`src/rtl/slc_pkg.sv`:
```
// Shared SLC request-channel types: flit layout, link FSM states and the
// opcode that marks a link-credit-return flit.
package slc_pkg;

    typedef struct packed {
        logic [3:0]  qos;
        logic [6:0]  tgtid;
        logic [6:0]  srcid;
        logic [7:0]  txnid;
        logic [6:0]  opcode;
        logic [31:0] addr;
    } reqflit_t;

    typedef enum logic [1:0] {
        STOP,
        ACTIVATE,
        RUN,
        DEACTIVATE
    } link_state_e;

    localparam logic [6:0] REQ_LCRD_RETURN = 7'h00;

    function automatic logic is_lcrd_return(input reqflit_t f);
        return f.opcode == REQ_LCRD_RETURN;
    endfunction

endpackage

```
`src/rtl/slc_flit_fifo.sv`:
```
// Synchronous FIFO with a registered head: head_data/head_valid are flops
// so the consumer sees a stable, glitch-free flit.
module slc_flit_fifo #(
    parameter int WIDTH = 8,
    parameter int DEPTH = 4
) (
    input  logic                         clk,
    input  logic                         rst_n,
    input  logic                         push,
    input  logic [WIDTH-1:0]             push_data,
    input  logic                         pop,
    output logic [WIDTH-1:0]             head_data,
    output logic                         head_valid,
    output logic [$clog2(DEPTH+1)-1:0]   count,
    output logic                         full,
    output logic                         empty
);
    localparam int PW = (DEPTH > 1) ? $clog2(DEPTH) : 1;
    localparam int CW = $clog2(DEPTH + 1);

    logic [WIDTH-1:0] mem [DEPTH];
    logic [PW-1:0]    wr_ptr_reg, rd_ptr_reg;
    logic [PW-1:0]    wr_ptr_inc, rd_ptr_inc;
    logic [CW-1:0]    count_reg, count_next;
    logic [WIDTH-1:0] head_reg, head_next;
    logic             head_valid_reg;
    logic             head_load;
    logic             do_push, do_pop;

    assign full  = (count_reg == CW'(DEPTH));
    assign empty = (count_reg == '0);

    // A push into a full FIFO is only legal when the head leaves in the same cycle.
    assign do_pop  = pop && !empty;
    assign do_push = push && (!full || do_pop);

    assign wr_ptr_inc = (wr_ptr_reg == PW'(DEPTH - 1)) ? '0 : wr_ptr_reg + 1'b1;
    assign rd_ptr_inc = (rd_ptr_reg == PW'(DEPTH - 1)) ? '0 : rd_ptr_reg + 1'b1;
    assign count_next = count_reg + CW'(do_push) - CW'(do_pop);

    always_ff @(posedge clk) begin
        if (do_push) begin
            mem[wr_ptr_reg] <= push_data;
        end
    end

    // Head reloads from the next stored entry on a pop, or straight from the
    // input when the pushed flit becomes the only entry.
    always_comb begin
        head_load = 1'b0;
        head_next = head_reg;
        if (do_pop && (count_reg > CW'(1))) begin
            head_load = 1'b1;
            head_next = mem[rd_ptr_inc];
        end else if (do_push && (empty || (do_pop && (count_reg == CW'(1))))) begin
            head_load = 1'b1;
            head_next = push_data;
        end
    end

    always_ff @(posedge clk or negedge rst_n) begin
        if (!rst_n) begin
            wr_ptr_reg     <= '0;
            rd_ptr_reg     <= '0;
            count_reg      <= '0;
            head_reg       <= '0;
            head_valid_reg <= 1'b0;
        end else begin
            if (do_push) begin
                wr_ptr_reg <= wr_ptr_inc;
            end
            if (do_pop) begin
                rd_ptr_reg <= rd_ptr_inc;
            end
            if (head_load) begin
                head_reg <= head_next;
            end
            count_reg      <= count_next;
            head_valid_reg <= (count_next != '0);
        end
    end

    assign head_data  = head_reg;
    assign head_valid = head_valid_reg;
    assign count      = count_reg;

    no_write_when_full : assert property (
        @(posedge clk) disable iff (!rst_n) !(push && full && !pop)
    );

endmodule

```
`src/rtl/slc_rxreq.sv`:
```
// SLC request-channel link receiver: link activation FSM, L-credit issue and
// accounting, credit-return filtering, and buffering toward the POCQ.
module slc_rxreq
    import slc_pkg::*;
#(
    parameter int DEPTH = 4
) (
    input  logic     clock,
    input  logic     reset,
    input  logic     rxlinkactivereq,
    output logic     rxlinkactiveack,
    input  logic     rxreqflitv,
    input  reqflit_t rxreqflit,
    output logic     rxreqlcrdv,
    output logic     pout_valid,
    input  logic     pout_ready,
    output reqflit_t pout_data,
    output logic     proto_err
);
    localparam int          CW      = $clog2(DEPTH + 1);
    localparam int          FW      = $bits(reqflit_t);
    localparam logic [CW:0] DEPTH_W = (CW + 1)'(DEPTH);

    link_state_e   state_reg, state_next;
    logic [CW-1:0] crd_out_reg, crd_out_next;
    logic          ack_reg, ack_next;
    logic          lcrdv_reg, crd_issue;
    logic          err_reg;

    logic [CW-1:0] fifo_count;
    logic          fifo_full, fifo_empty, head_valid;
    logic [FW-1:0] head_data;

    logic          link_up, flit_ok, flit_err, push, pop, slot_free;

    assign link_up   = (state_reg == RUN) || (state_reg == DEACTIVATE);
    // A flit must consume a credit we granted; anything else is dropped and flagged.
    assign flit_ok   = rxreqflitv && link_up && (crd_out_reg != '0);
    assign flit_err  = rxreqflitv && !flit_ok;
    assign push      = flit_ok && !is_lcrd_return(rxreqflit);
    assign pop       = pout_ready && !fifo_empty;
    assign slot_free = ({1'b0, fifo_count} + {1'b0, crd_out_reg}) < DEPTH_W;

    always_ff @(posedge clock or negedge reset) begin
        if (!reset) begin
            state_reg <= STOP;
        end else begin
            state_reg <= state_next;
        end
    end

    always_comb begin
        state_next = state_reg;
        unique case (state_reg)
            STOP:       if (rxlinkactivereq) state_next = ACTIVATE;
            ACTIVATE:   state_next = RUN;
            RUN:        if (!rxlinkactivereq) state_next = DEACTIVATE;
            DEACTIVATE: if (crd_out_reg == '0) state_next = STOP;
            default:    state_next = STOP;
        endcase
    end

    // Ack is decoded from the next state so it leaves a flop aligned with the state.
    always_comb begin
        ack_next     = (state_next == RUN) || (state_next == DEACTIVATE);
        crd_issue    = (state_reg == RUN) && rxlinkactivereq && slot_free;
        crd_out_next = crd_out_reg + CW'(crd_issue) - CW'(flit_ok);
    end

    always_ff @(posedge clock or negedge reset) begin
        if (!reset) begin
            ack_reg     <= 1'b0;
            lcrdv_reg   <= 1'b0;
            crd_out_reg <= '0;
            err_reg     <= 1'b0;
        end else begin
            ack_reg     <= ack_next;
            lcrdv_reg   <= crd_issue;
            crd_out_reg <= crd_out_next;
            if (flit_err) begin
                err_reg <= 1'b1;
            end
        end
    end

    slc_flit_fifo #(
        .WIDTH (FW),
        .DEPTH (DEPTH)
    ) u_fifo (
        .clk        (clock),
        .rst_n      (reset),
        .push       (push),
        .push_data  (rxreqflit),
        .pop        (pop),
        .head_data  (head_data),
        .head_valid (head_valid),
        .count      (fifo_count),
        .full       (fifo_full),
        .empty      (fifo_empty)
    );

    assign rxlinkactiveack = ack_reg;
    assign rxreqlcrdv      = lcrdv_reg;
    assign pout_valid      = head_valid;
    assign pout_data       = reqflit_t'(head_data);
    assign proto_err       = err_reg;

    credit_bound : assert property (
        @(posedge clock) disable iff (!reset)
        ({1'b0, fifo_count} + {1'b0, crd_out_reg}) <= DEPTH_W
    );

    full_means_no_credit : assert property (
        @(posedge clock) disable iff (!reset) !(fifo_full && (crd_out_reg != '0))
    );

endmodule

```
`config.mk`:
```
export PLATFORM = sky130hd
export DESIGN_NAME = slc_rxreq
export DESIGN_NICKNAME = d
export VERILOG_FILES = /design/src/rtl/slc_pkg.sv /design/src/rtl/slc_flit_fifo.sv /design/src/rtl/slc_rxreq.sv
export SDC_FILE = /design/constraint.sdc
export NUM_CORES = 1
export LEC_CHECK = 0
export BUFFER_PORTS_ARGS = -buffer_cell sky130_fd_sc_hd__buf_2
export CAP_MARGIN = 20
export CORE_UTILIZATION = 45
export DETAILED_ROUTE_END_ITERATION = 10
export PLACE_DENSITY = 0.64
export SYNTH_ARGS = -nofsm -noshare
export SYNTH_HDL_FRONTEND = slang
export SYNTH_SLANG_ARGS = --single-unit
```
`constraint.sdc`:
```
create_clock -name clock -period 5.69 [get_ports clock]
set_clock_uncertainty 0.05 [all_clocks]
set_input_delay 0.8535 -clock clock [delete_from_list [all_inputs] [get_ports clock]]
set_output_delay 0.8535 -clock clock [all_outputs]
set_load 0.02 [all_outputs]
```
=== Word-level counts from Yosys, hierarchy flattened ===
Memories as Yosys holds them, arrays and structs flattened.
Index checks and enable logic that the tools add are counted.

* Logic and storage cells: 69
* Input port bits: 70
* RAM bits: 260
* Memories: 1
* Register bits after elaboration: 81

* Reductions and logical operators: 28
* $lt $le $gt $ge: 2
* Eq/ne operators: 9
* Muxes and demuxes: 12
* Add/subtract/negate cells: 7

{| class="wikitable"
|+ Memory list
! memory !! depth !! bits a word !! rd ports !! clocked after Yosys merged registers in !! wr ports !! RTL line !! source
|-
| u_fifo.mem || 4 || 65 || 1 || 0 || 1 || slc_flit_fifo.sv:21 || <nowiki>logic [WIDTH-1:0] mem [DEPTH];</nowiki>
|}

{| class="wikitable"
|+ Operator list
! cell !! number
|-
| 65-bit two-way mux || 2
|-
| 2-bit == test, second input constant || 6
|-
| 1-bit logical AND || 12
|-
| 2-bit two-way mux || 5
|-
| 2-bit one-hot mux with 4 select lines || 1
|-
| 7-bit logical NOT || 1
|-
| 3-bit by 1-bit adder with 3-bit output || 2
|-
| 3-bit logical NOT || 2
|-
| 3-bit nonzero test || 2
|-
| 3-bit by 1-bit subtractor with 3-bit output || 2
|-
| 2-bit by 1-bit adder with 2-bit output, second input constant || 2
|-
| 3-bit by 3-bit adder with 4-bit output || 1
|-
| 1-bit logical NOT || 4
|-
| 1-bit logical OR || 4
|-
| 4-bit by 3-bit < comparator with 1-bit output, second input constant || 1
|-
| 1-bit two-way mux || 4
|-
| 3-bit by 1-bit == test with 1-bit output, second input constant || 1
|-
| 3-bit == test, second input constant || 1
|-
| 3-bit by 1-bit greater-than comparator with 1-bit output, second input constant || 1
|-
| 2-bit by 1-bit == test with 1-bit output, second input constant || 1
|-
| 2-bit logical NOT || 1
|-
| 2-bit AND reduction || 1
|-
| 2-bit nonzero test || 1
|}

=== Logic depth before layout (Yosys ltp) ===
Gate-level depths: netlist (run 1).

* Depth after elaboration: 10
* Gate-level depth with buffers: 9
* Mapped depth without buffers: 9

=== Modules after synthesis ===
From an unflattened synthesis (run 1), not the netlist that was laid out.

* Cell total of the unflattened synthesis: 777
* Area total of the unflattened synthesis: 13,257.7 µm²

{| class="wikitable"
|+ Modules (own cells, without submodules)
! module !! cells an instance !! times used !! area each (µm²)
|-
| slc_flit_fifo || 738 || 1 || 12,817.3
|-
| slc_rxreq || 39 || 1 || 440.4
|}

=== Worst setup path after synthesis (run 1) ===
Ideal clock, no wire load.

* Path kind: input to register
* Start: input port rxreqflitv
* End: memory u_fifo.mem[0][0] (netlist bit) (enable)
* Required time: 5,210 ps
* Arrival time: 3,085 ps
* Stages: 4
* Setup slack: 2,125 ps
* Setup time: 430 ps
* Cell sequence: o311a_1 a21boi_1 o41a_1 and2_1

* Word-level cells in the longest chain between the ends: 6

{| class="wikitable"
|+ RTL lines
! what !! RTL line !! source
|-
| start, declared || slc_rxreq.sv:12 || <nowiki>input logic rxreqflitv,</nowiki>
|-
| 1-bit logical AND (2 in series) || slc_rxreq.sv:38 || <nowiki>assign flit_ok = rxreqflitv && link_up && (crd_out_reg != '0);</nowiki>
|-
| 1-bit logical AND || slc_rxreq.sv:40 || <nowiki>assign push = flit_ok && !is_lcrd_return(rxreqflit);</nowiki>
|-
| 1-bit logical AND || slc_flit_fifo.sv:35 || <nowiki>assign do_push = push && (!full || do_pop);</nowiki>
|-
| via u_fifo.do_push || slc_flit_fifo.sv:28 || <nowiki>logic do_push, do_pop;</nowiki>
|-
| 1-bit two-way mux || slc_flit_fifo.sv:42 || <nowiki>if (do_push) begin</nowiki>
|-
| 1-bit two-way mux (implied by the code) || slc_flit_fifo.sv:43 || <nowiki>mem[wr_ptr_reg] <= push_data;</nowiki>
|-
| end, declared || slc_flit_fifo.sv:21 ||
|}

The timed path passes the listed nets, and every way through them passes these cells.

=== Worst setup path in the final report (run 1) ===
* Start: register u_fifo.count_reg[1] (netlist: u_fifo.count[1])
* End: register u_fifo.head_reg[64] (netlist: u_fifo.head_data[64])

* Word-level cells in the longest chain between the ends: 10
* Elaborated cells on any way between the ends: 19

{| class="wikitable"
|+ RTL lines
! what !! RTL line !! source
|-
| start, declared || slc_flit_fifo.sv:24 || <nowiki>logic [CW-1:0] count_reg, count_next;</nowiki>
|-
| start signal, assigned || slc_flit_fifo.sv:78 || <nowiki>count_reg <= count_next;</nowiki>
|-
| 3-bit logical NOT || slc_flit_fifo.sv:31 || <nowiki>assign empty = (count_reg == '0);</nowiki>
|-
| 1-bit logical NOT || slc_flit_fifo.sv:34, slc_rxreq.sv:41 ||
|-
| 1-bit logical AND || slc_rxreq.sv:41 || <nowiki>assign pop = pout_ready && !fifo_empty;</nowiki>
|-
| 1-bit logical AND || slc_flit_fifo.sv:34 || <nowiki>assign do_pop = pop && !empty;</nowiki>
|-
| 1-bit logical OR / 1-bit logical AND (equally long branches) || slc_flit_fifo.sv:35, slc_flit_fifo.sv:55 ||
|-
| 1-bit logical AND / 1-bit logical OR (equally long branches) || slc_flit_fifo.sv:35, slc_flit_fifo.sv:55 ||
|-
| 1-bit logical AND || slc_flit_fifo.sv:55 || <nowiki>end else if (do_push && (empty || (do_pop && (count_reg == CW'(1))))) begin</nowiki>
|-
| 1-bit two-way mux || slc_flit_fifo.sv:55 ||
|-
| 1-bit two-way mux || slc_flit_fifo.sv:52 || <nowiki>if (do_pop && (count_reg > CW'(1))) begin</nowiki>
|-
| 2-bit AND reduction (no line) || -- ||
|-
| end signal, assigned || slc_flit_fifo.sv:76 || <nowiki>head_reg <= head_next;</nowiki>
|-
| end, declared || slc_flit_fifo.sv:25 || <nowiki>logic [WIDTH-1:0] head_reg, head_next;</nowiki>
|}

Several ways; a longest one is shown, not always the timed one.
A chain may end at the register's enable or synchronous reset.

==> flow_summary.json, run 1 <==
{
  "path_class": "reg2reg",
  "hp-class": "in2async",
  "num_vias": 6461,
  "status": "completed",
  "grt_pass1_wl_um": 40300,
  "dr.first_iter.drc_count": 499,
  "ys_ff_latch": 340,
  "htree_levels": 2,
  "synth_edf_count": 260,
  "place_ws_ns": 2.16,
  "clockBufferDepth": 3,
  "antenna_found_initial": 3,
  "synth_compound_area_share_pct": 6.21,
  "die-area_um2": 29900,
  "worst_slack_ns": 2.39,
  "avgSynthCellArea_um2": 20.7,
  "peakVddDrop_uv": 392,
  "synth_warnings": 0,
  "regArea_um2": 9810,
  "nFillCells": 2278,
  "grt_pass1_vias": 7000,
  "synth_seq_area_share_pct": 74.6,
  "setup_viol_count_final": 0,
  "yosys.area.top_type_share_pct": 59.4,
  "root_buffer": "clkbuf_16",
  "yosysMostFrequentCell": "edfxtp_1",
  "clock_latency_ns": 0.50,
  "rsz0062_at_grt": "no",
  "finalCritPeriodShare_pct": 58.0,
  "synth_common_cells": "edfxtp_1, dfrtp_1, mux4_2, or2_1, o221a_1",
  "place_hpwl_um": 14700,
  "path_clk_slew_ns": 0.06,
  "drt-pass1-iter-count": 4,
  "rows": 62,
  "layout.nets": 862,
  "core_um2": 28700,
  "layout-drive-gt1-share_pct": 35.7,
  "yosys-mux-area-fraction_pct": 11.5,
  "period_minus_slack_ns": 3.30,
  "setup.worst_path.end_class": "register",
  "synth_adder_area_share_pct": 1.45,
  "drc": 0,
  "grt_overflow": 0,
  "place.port_buffers": 138,
  "yosysTopAreaCell": "edfxtp_1",
  "area_growth_pct": 15.8,
  "cts_sinks": 340,
  "grt_start_max_net_pins": 67,
  "synthArstFlopShare_pct": 23.5,
  "regMostFlops": "u_fifo.mem",
  "place_congestion": 0.716,
  "postCtsHoldBufs": 0,
  "crit_chain": "inv_1, ha_1, nand3b_2, a21bo_2, buf_4, o221a_1",
  "synth_nets": 718,
  "drtAntennaViolNets": 0,
  "ys_types": 36,
  "syn-cell-area_um2": 13100,
  "postCtsSetupBuffers": 0,
  "wire_per_inst_um": 21.4,
  "cts_tree": "built",
  "routed_wl_um": 25500,
  "routed_via_density": 5.44,
  "grt_usage_pct": 17.6,
  "die_height_um": 173,
  "fin_setup_tns_ns": 0,
  "tightest_slew_ns": 1.01,
  "path_delay_family": "compound AO/OA/AOI/OAI gates",
  "slowest_delay_ns": 0.96,
  "worst-path-max-fanout": 35,
  "critPathArrivalTime_ns": 3.68,
  "cap_violations": 0,
  "power.leakage_nw": 5.28,
  "synth_ff_type": "edfxtp_1",
  "largest_reg_flops": 260,
  "synth_top_family_by_area": "multiplexers",
  "synth_area_leaders": "edfxtp_1, dfrtp_1, mux4_2",
  "slew_violations": 0,
  "slew_headroom_pct": 32.8,
  "crit_buf_inv": 2,
  "initial_core_util_pct": 45.8,
  "start_kind": "register",
  "critPathSlowestCell": "a21bo_2",
  "max_freq_mhz": 303,
  "cts_repair_resize_count": 0,
  "synth_cells": 634,
  "hold_violations": 0,
  "required_ns": 6.07,
  "finalPower_mw": 8.76,
  "cts_buffers": 34,
  "die_w_um": 173,
  "power.density_nw_per_um2": 576,
  "synth-xor-area-share_pct": 0.200,
  "multi_input_area_um2": 3100,
  "pin_count": 139,
  "synth-simple-area-share_pct": 3.95
}
-- cell type report --
| cell class | instances | share of cell area [%] |
|---|---|---|
| timing repair buffer | 143 | 4.80 |
| multi-input combinational | 246 | 20.4 |
| tap | 384 | 3.16 |
| sequential | 340 | 64.4 |
| inverter | 13 | 0.321 |
| clock buffer | 48 | 6.14 |
| clock inverter | 13 | 0.740 |
| antenna | 1 | 0.0164 |
-- layer usage --
metal  share of wire, %  wire length (um)  GRT usage, %  up-vias
met3                4.7              1190          3.85       44
met4                1.8               469          4.72        2
met1                 43             11000          23.5     3371
li1                   -                 -             -     2886
met5              0.039                10             0        -
met2                 50             12800          29.4      158
-- cells in the final DEF (no fill, tap or decap), types with 2 or more instances in the layout --
master / instances
or2_1: 58
edfxtp_1: 260
a21o_1: 3
or2_2: 7
clkbuf_16: 35
fa_1: 2
buf_4: 6
nor2_1: 3
and2_4: 4
o221a_1: 50
inv_1: 13
clkinv_1: 5
clkbuf_1: 12
ha_1: 11
mux4_2: 65
dfrtp_1: 80
nor3_1: 2
clkinv_2: 5
mux2_2: 4
or3_1: 2
xnor2_1: 3
o221a_2: 15
buf_2: 137
bufinv_16: 2
-- worst paths after layout --
path,startpoint,endpoint,slack (ns),cells after the start
setup reg to reg,u_fifo.count[1],u_fifo.head_data[64],2.39,6
max in group asynchronous,reset,u_fifo.head_data[57],4.32,2
min in group clock,proto_err,proto_err,0.41,1
setup / recovery,u_fifo.count[1],u_fifo.head_data[64],2.39,6
hold reg to reg,proto_err,proto_err,0.41,1
hold / removal,reset,u_fifo.head_data[24],0.28,1
-- logic make-up (layout without fill, tap and decap cells) --
kind of cell,Yosys count,after routing
flip-flops,340,340
other,0,1
AND/OR/NAND/NOR,85,85
adder cells (fa/ha/maj),14,14
AO/OA/AOI/OAI,75,75
buffers and inverters,48,217
XOR/XNOR,3,3
multiplexers,69,69
-- stage by stage --
step / std cells / util, % / cell area, um2 / hold WS [ns]
floorplan: 634 / - / 13100 / 0.434
global route: 1187 / 53.0 / 15200 / 0.297
global placement: 1126 / 49.4 / 14200 / 0.385
finish: 1188 / 53.0 / 15200 / 0.276
CTS: 1187 / 53.0 / 15200 / 0.278
detailed placement: 1126 / 49.4 / 14200 / 0.416
-- power by group --
group / internal [mW] / switching [mW]
Sequential: 3.34 / 0.262
Combinational: 1.46 / 1.59
Clock: 1.24 / 0.873
Total: 6.04 / 2.73
(Power assumes the default switching activity.)
==> run 2: changes to the inputs <==
ABC_AREA = 1   (was not set)
PLACE_DENSITY = 0.63   (was 0.64)
clock period = 3.4 ns   (was 5.69 ns; I/O delays follow)
==> run 2 against run 1 <==
  * Critical endpoint is now u_fifo.head_valid
  * Wire length increased by 24%
  * Final area up 6.8%
  * Total power grew 85%
  * Die area is 6.7% higher
  * Critical path type unchanged
  * The run now ends with negative hold slack left
  * Largest power group is now combinational logic
  * Synthesized area rose by 6.8%
  * Sequential cell count did not move
==> flow_summary.json, run 2 <==
{
  "period_minus_slack_ns": 2.52,
  "path_clk_slew_ns": 0.05,
  "antenna_found_initial": 5,
  "htree_levels": 2,
  "synth_ff_type": "edfxtp_1",
  "cts_repair_resize_count": 0,
  "m1WireLength_um": 14100,
  "r2r_cells": 10,
  "nFillCells": 2699,
  "slew_headroom_pct": 38.2,
  "path_class": "reg2reg",
  "fin_setup_tns_ns": 0,
  "dr.first_iter.drc_count": 518,
  "r2r_end": "u_fifo.head_valid",
  "hp-class": "in2async",
  "worst-path-max-fanout": 7,
  "syn-cell-area_um2": 14000,
  "setup_viol_count_final": 0,
  "slew_violations": 0,
  "highest_layer": "met5",
  "die_height_um": 179,
  "root_buffer": "clkbuf_16",
  "post-route-util_pct": 53.0,
  "setup.worst_path.end_class": "register",
  "status": "finished with violations",
  "tightest_slew_ns": 0.926,
  "stdcell_area_um2": 16300,
  "power.density_nw_per_um2": 997,
  "cap_violations": 0,
  "area_growth_pct": 15.9,
  "violations": "negative hold slack",
  "power.leakage_nw": 6.93,
  "grt_overflow": 0,
  "placed_cell_area_um2": 15100,
  "cts_tree": "built",
  "peakVddDrop_uv": 840,
  "layout_common_cells": "nand2_1, nand3_1, edfxtp_1",
  "slowest_delay_ns": 0.41,
  "route.met2.wl_um": 15300,
  "synth_cells": 1290,
  "wire_per_inst_um": 17.2,
  "synth_seq_area_share_pct": 69.9,
  "place_hpwl_um": 17500,
  "holdWs_ns": -0.00604,
  "num_vias": 9471,
  "synth_warnings": 0,
  "initial_core_util_pct": 45.8,
  "regMostFlops": "u_fifo.mem",
  "synth_nets": 1374,
  "die-area_um2": 31900,
  "rows": 64,
  "critPathSlowestCell": "dfrtp_1",
  "worst-r2r-setup-slack_ns": 0.88,
  "layout.nets": 1498,
  "postCtsHoldBufs": 0,
  "yosys.area.top_type_share_pct": 55.6,
  "start_kind": "register",
  "crit_chain": "inv_1, nand2_1, nand2_2, nor2_2, nand2_1, inv_1, ha_1, fa_1, xnor2_1, or3_1",
  "grt_pass1_vias": 9541,
  "ys_types": 27,
  "cts_sinks": 340,
  "pin_count": 139,
  "rsz0062_at_grt": "no",
  "synth_common_cells": "nand2_1, nand3_1, edfxtp_1, dfrtp_1, buf_2",
  "drtAntennaViolNets": 0,
  "drc": 0,
  "hold_violations": 9,
  "clockBufferDepth": 3,
  "postCtsSetupBuffers": 0,
  "grt_pass1_wl_um": 50800,
  "largest_reg_flops": 260,
  "yosysTopAreaCell": "edfxtp_1",
  "grt_usage_pct": 20.5,
  "place.port_buffers": 138,
  "worst_slack_ns": 0.875,
  "worstReg2RegStart": "crd_out_reg[1]",
  "layout_commonest_cell": "nand2_1",
  "layout-drive-gt1-share_pct": 16.2,
  "ys_ff_latch": 340,
  "required_ns": 3.73,
  "path_delay_family": "simple AND/OR/NAND/NOR gates",
  "synth_area_leaders": "edfxtp_1, dfrtp_1, nand2_1",
  "routed_via_density": 5.15,
  "yosysMostFrequentCell": "nand2_1",
  "routed_wl_um": 31600,
  "clock_latency_ns": 0.50,
  "critPathArrivalTime_ns": 2.85,
  "place_ws_ns": 0.677,
  "drt-pass1-iter-count": 5,
  "grt_start_max_net_pins": 81,
  "finalCritPeriodShare_pct": 74.3,
  "die_w_um": 179,
  "crit_buf_inv": 2,
  "wl_met3_um": 1750,
  "core_um2": 30700,
  "cts_buffers": 37,
  "max_freq_mhz": 396,
  "place_congestion": 0.723,
  "synth_edf_count": 260,
  "synthArstFlopShare_pct": 23.5,
  "avgSynthCellArea_um2": 10.9
}
## run 2: cell count changes after synthesis, sizes merged, moves of 2 or more
cell / previous run / this run
a21o: 3 / 1
and2: 4 / 0
buf: 24 / 64
clkbuf: 11 / 13
inv: 13 / 28
mux2: 4 / 0
mux4: 65 / 0
nand2: 1 / 537
nand3: 2 / 264
nor2: 4 / 13
o21ai: 0 / 6
o221a: 65 / 0
or2: 65 / 0
## run 2: cells by family after synthesis
kind of cell	Yosys count	synth area share, %
buf+inv	106	3.73
fa+ha+maj	14	1.35
compound gates	9	0.339
simple gates	818	24.5
xor+xnor	3	0.187
flops	340	69.9
## run 2: worst max path at each step
stage	start	to	slack, ns	cells after the start
finish	crd_out_reg[1]	u_fifo.head_valid	0.88	10
global route	u_fifo.count[0]	u_fifo.head_valid	0.70	10
CTS	crd_out_reg[1]	u_fifo.head_valid	0.88	10
detailed placement	rxreqflit[37]	u_fifo.head_valid	0.68	9
global placement	rxreqflit[37]	u_fifo.head_valid	0.72	8
floorplan	rxlinkactiveack	u_fifo.mem[0][0]	-0.82	6
## run 2: through the flow
| stage | power [mW] | std cells |
|---|---|---|
| floorplan | 10.7 | 1290 |
| global placement | 12.5 | 1771 |
| detailed placement | 12.6 | 1771 |
| CTS | 16.4 | 1837 |
| global route | 17.5 | 1838 |
| finish | 16.2 | 1840 |
## run 2: area by class of cell
type	count	area [um2]	area share [%]
Clock buffer	53	1050	6.44
Sequential cell	340	9810	60.3
Multi-Input combinational cell	844	3760	23.1
Inverter	29	109	0.669
Tap cell	396	495	3.05
Antenna cell	3	7.51	0.0462
Clock inverter	13	96.3	0.592
Timing Repair Buffer	162	936	5.75
## run 2: power breakdown
group          leakage, nW  switching (mW)  internal (mW)
Clock                0.565            1.52           2.22
Combinational         3.01            4.50           1.91
Sequential            3.35           0.403           5.66
Total                 6.93            6.42           9.79
## run 2: per-layer routing
layer | vias up | global-route usage [%]
met5 | - | 0
met4 | 4 | 4.48
met1 | 4574 | 27.3
li1 | 4620 | -
met2 | 232 | 34.8
met3 | 41 | 3.90
## run 2: worst reg2reg max path, stage by stage, from the launching register on
cell,delay (ns)
dfrtp_1,0.41
inv_1,0.13
nand2_1,0.10
nand2_2,0.09
nor2_2,0.05
nand2_1,0.36
inv_1,0.14
ha_1,0.24
fa_1,0.38
xnor2_1,0.15
or3_1,0.30
==> run 3: changes to the inputs <==
PLACE_DENSITY = 0.66   (was 0.63)
clock period = 2.3 ns   (was 3.4 ns; I/O delays follow)
==> run 3 against run 2 <==
  * The flow now finishes without violations
  * Critical path depth down 1
  * Final area up 5.3%
  * First-iteration DRC count up 56%
  * Cell count up 2.5%
  * Sequential power up 48%
  * Register-to-register slack worse by 0.78 ns
  * Fmax up 15%
  * Die area unchanged
  * Via count up 3.7%
  * Worst setup slack worse by 0.78 ns
  * Combinational power up 64%
  * Critical path type unchanged
==> flow_summary.json, run 3 (synthesized netlist as in run 2, its figures left out) <==
{
  "status": "completed",
  "grt_overflow": 0,
  "clock_latency_ns": 0.52,
  "hold_violations": 0,
  "slew_headroom_pct": 68.5,
  "place.port_buffers": 138,
  "die_height_um": 179,
  "routed_wl_um": 32800,
  "slew_violations": 0,
  "cts_buffers": 38,
  "period_minus_slack_ns": 2.20,
  "place_ws_ns": -0.0404,
  "layout-drive-gt1-share_pct": 18.4,
  "worst_slack_ns": 0.0988,
  "regArea_um2": 9810,
  "cts_tree": "built",
  "nFillCells": 2566,
  "hp-class": "in2reg",
  "r2r_cells": 9,
  "place_congestion": 0.762,
  "worst-path-max-fanout": 3,
  "routed_via_density": 5.21,
  "worstReg2RegStart": "crd_out_reg[1]",
  "drt-pass1-iter-count": 5,
  "dr.first_iter.drc_count": 809,
  "grt_pass1_wl_um": 51600,
  "path_clk_slew_ns": 0.06,
  "layout.nets": 1543,
  "required_ns": 2.64,
  "multi_input_area_um2": 3870,
  "finalCritPeriodShare_pct": 95.7,
  "layout_commonest_cell": "nand2_1",
  "setup_viol_count_final": 0,
  "cts_sinks": 340,
  "post-route-util_pct": 55.8,
  "die_w_um": 179,
  "clockBufferDepth": 3,
  "antenna_found_initial": 3,
  "instances_no_fill": 1886,
  "pin_count": 139,
  "die-area_um2": 31900,
  "path_class": "reg2reg",
  "grt_usage_pct": 20.9,
  "placedCellCount": 1779,
  "max_freq_mhz": 454,
  "peakVddDrop_uv": 805,
  "critPathArrivalTime_ns": 2.55,
  "initial_core_util_pct": 45.8,
  "power.density_nw_per_um2": 1490,
  "area_growth_pct": 22.0,
  "regMostFlops": "u_fifo.mem",
  "hp-start": "rxreqflit[6]",
  "drtAntennaViolNets": 0,
  "drc": 0,
  "largest_reg_flops": 260,
  "place_hpwl_um": 17900,
  "setup.worst_path.end_class": "register",
  "start_kind": "register",
  "wire_per_inst_um": 17.4,
  "rows": 64,
  "grt_start_max_net_pins": 67,
  "holdWs_ns": 0.0161,
  "cap_violations": 0,
  "power.leakage_nw": 7.26,
  "core_um2": 30700,
  "crit_start": "crd_out_reg[1]",
  "layout_common_cells": "nand2_1, nand3_1, edfxtp_1",
  "tightest_slew_ns": 0.473,
  "num_vias": 9826,
  "htree_levels": 2,
  "holdPathStages": 1,
  "grt_pass1_vias": 9873,
  "root_buffer": "clkbuf_16"
}
run 3: final cells by class:
class                      count  area share [%]
sequential                   340            57.3
multi-input combinational    844            22.6
timing repair buffer         206            9.16
clock buffer                  49            6.15
tap                          396            2.89
clock inverter                20            1.19
inverter                      29           0.658
antenna                        2          0.0292
run 3: final timing paths:
kind | end | slack (ns)
setup / recovery | crd_out_reg[2] | 0.1
hold / removal | u_fifo.mem[1][6] | 0.02
setup reg to reg | crd_out_reg[2] | 0.1
hold reg to reg | proto_err | 0.40
max in group asynchronous | rxlinkactiveack | 1.21
min in group asynchronous | u_fifo.head_data[26] | 0.28
run 3: power breakdown:
group	internal [mW]	switching [mW]
Sequential	8.36	0.614
Clock	3.59	2.43
Combinational	3.56	6.94
Total	15.5	9.98
run 3: metrics by stage:
stage,cell area (um2),total power [mW],TNS [ns]
after floorplan,14100,15.8,-0.666
after global placement,15400,19.2,0
after detailed placement,15400,19.4,-0.0512
after CTS,17000,25.6,-0.00363
after global routing,17100,27.2,-0.000386
final,17100,25.5,0
run 3: critical path, stage by stage, from the launching register on:
cell	delay, ns
dfrtp_1	0.40
ha_1	0.29
nand3_1	0.08
nand3_1	0.11
ha_1	0.29
inv_1	0.05
ha_2	0.17
fa_2	0.35
xnor2_2	0.14
xor2_1	0.16
run 3: timing repair:
action                                 in CTS  in global routing
resized for setup                           4                 10
pin swaps                                   7                 11
gates cloned                                0                  0
setup endpoints to repair                   1                  2
endpoints found under the hold margin     134                  0
hold buffers                               31                  0
buffers inserted                            1                  4
run 3: metal layers:
layer  vias to the layer above  GRT usage, %  routed length (um)
met1                      4800          26.4               14200
met2                       260          36.5               16200
li1                       4714             -                   -
met4                         2          6.21                 604
met5                         -             0                  16
met3                        50          3.92                1790
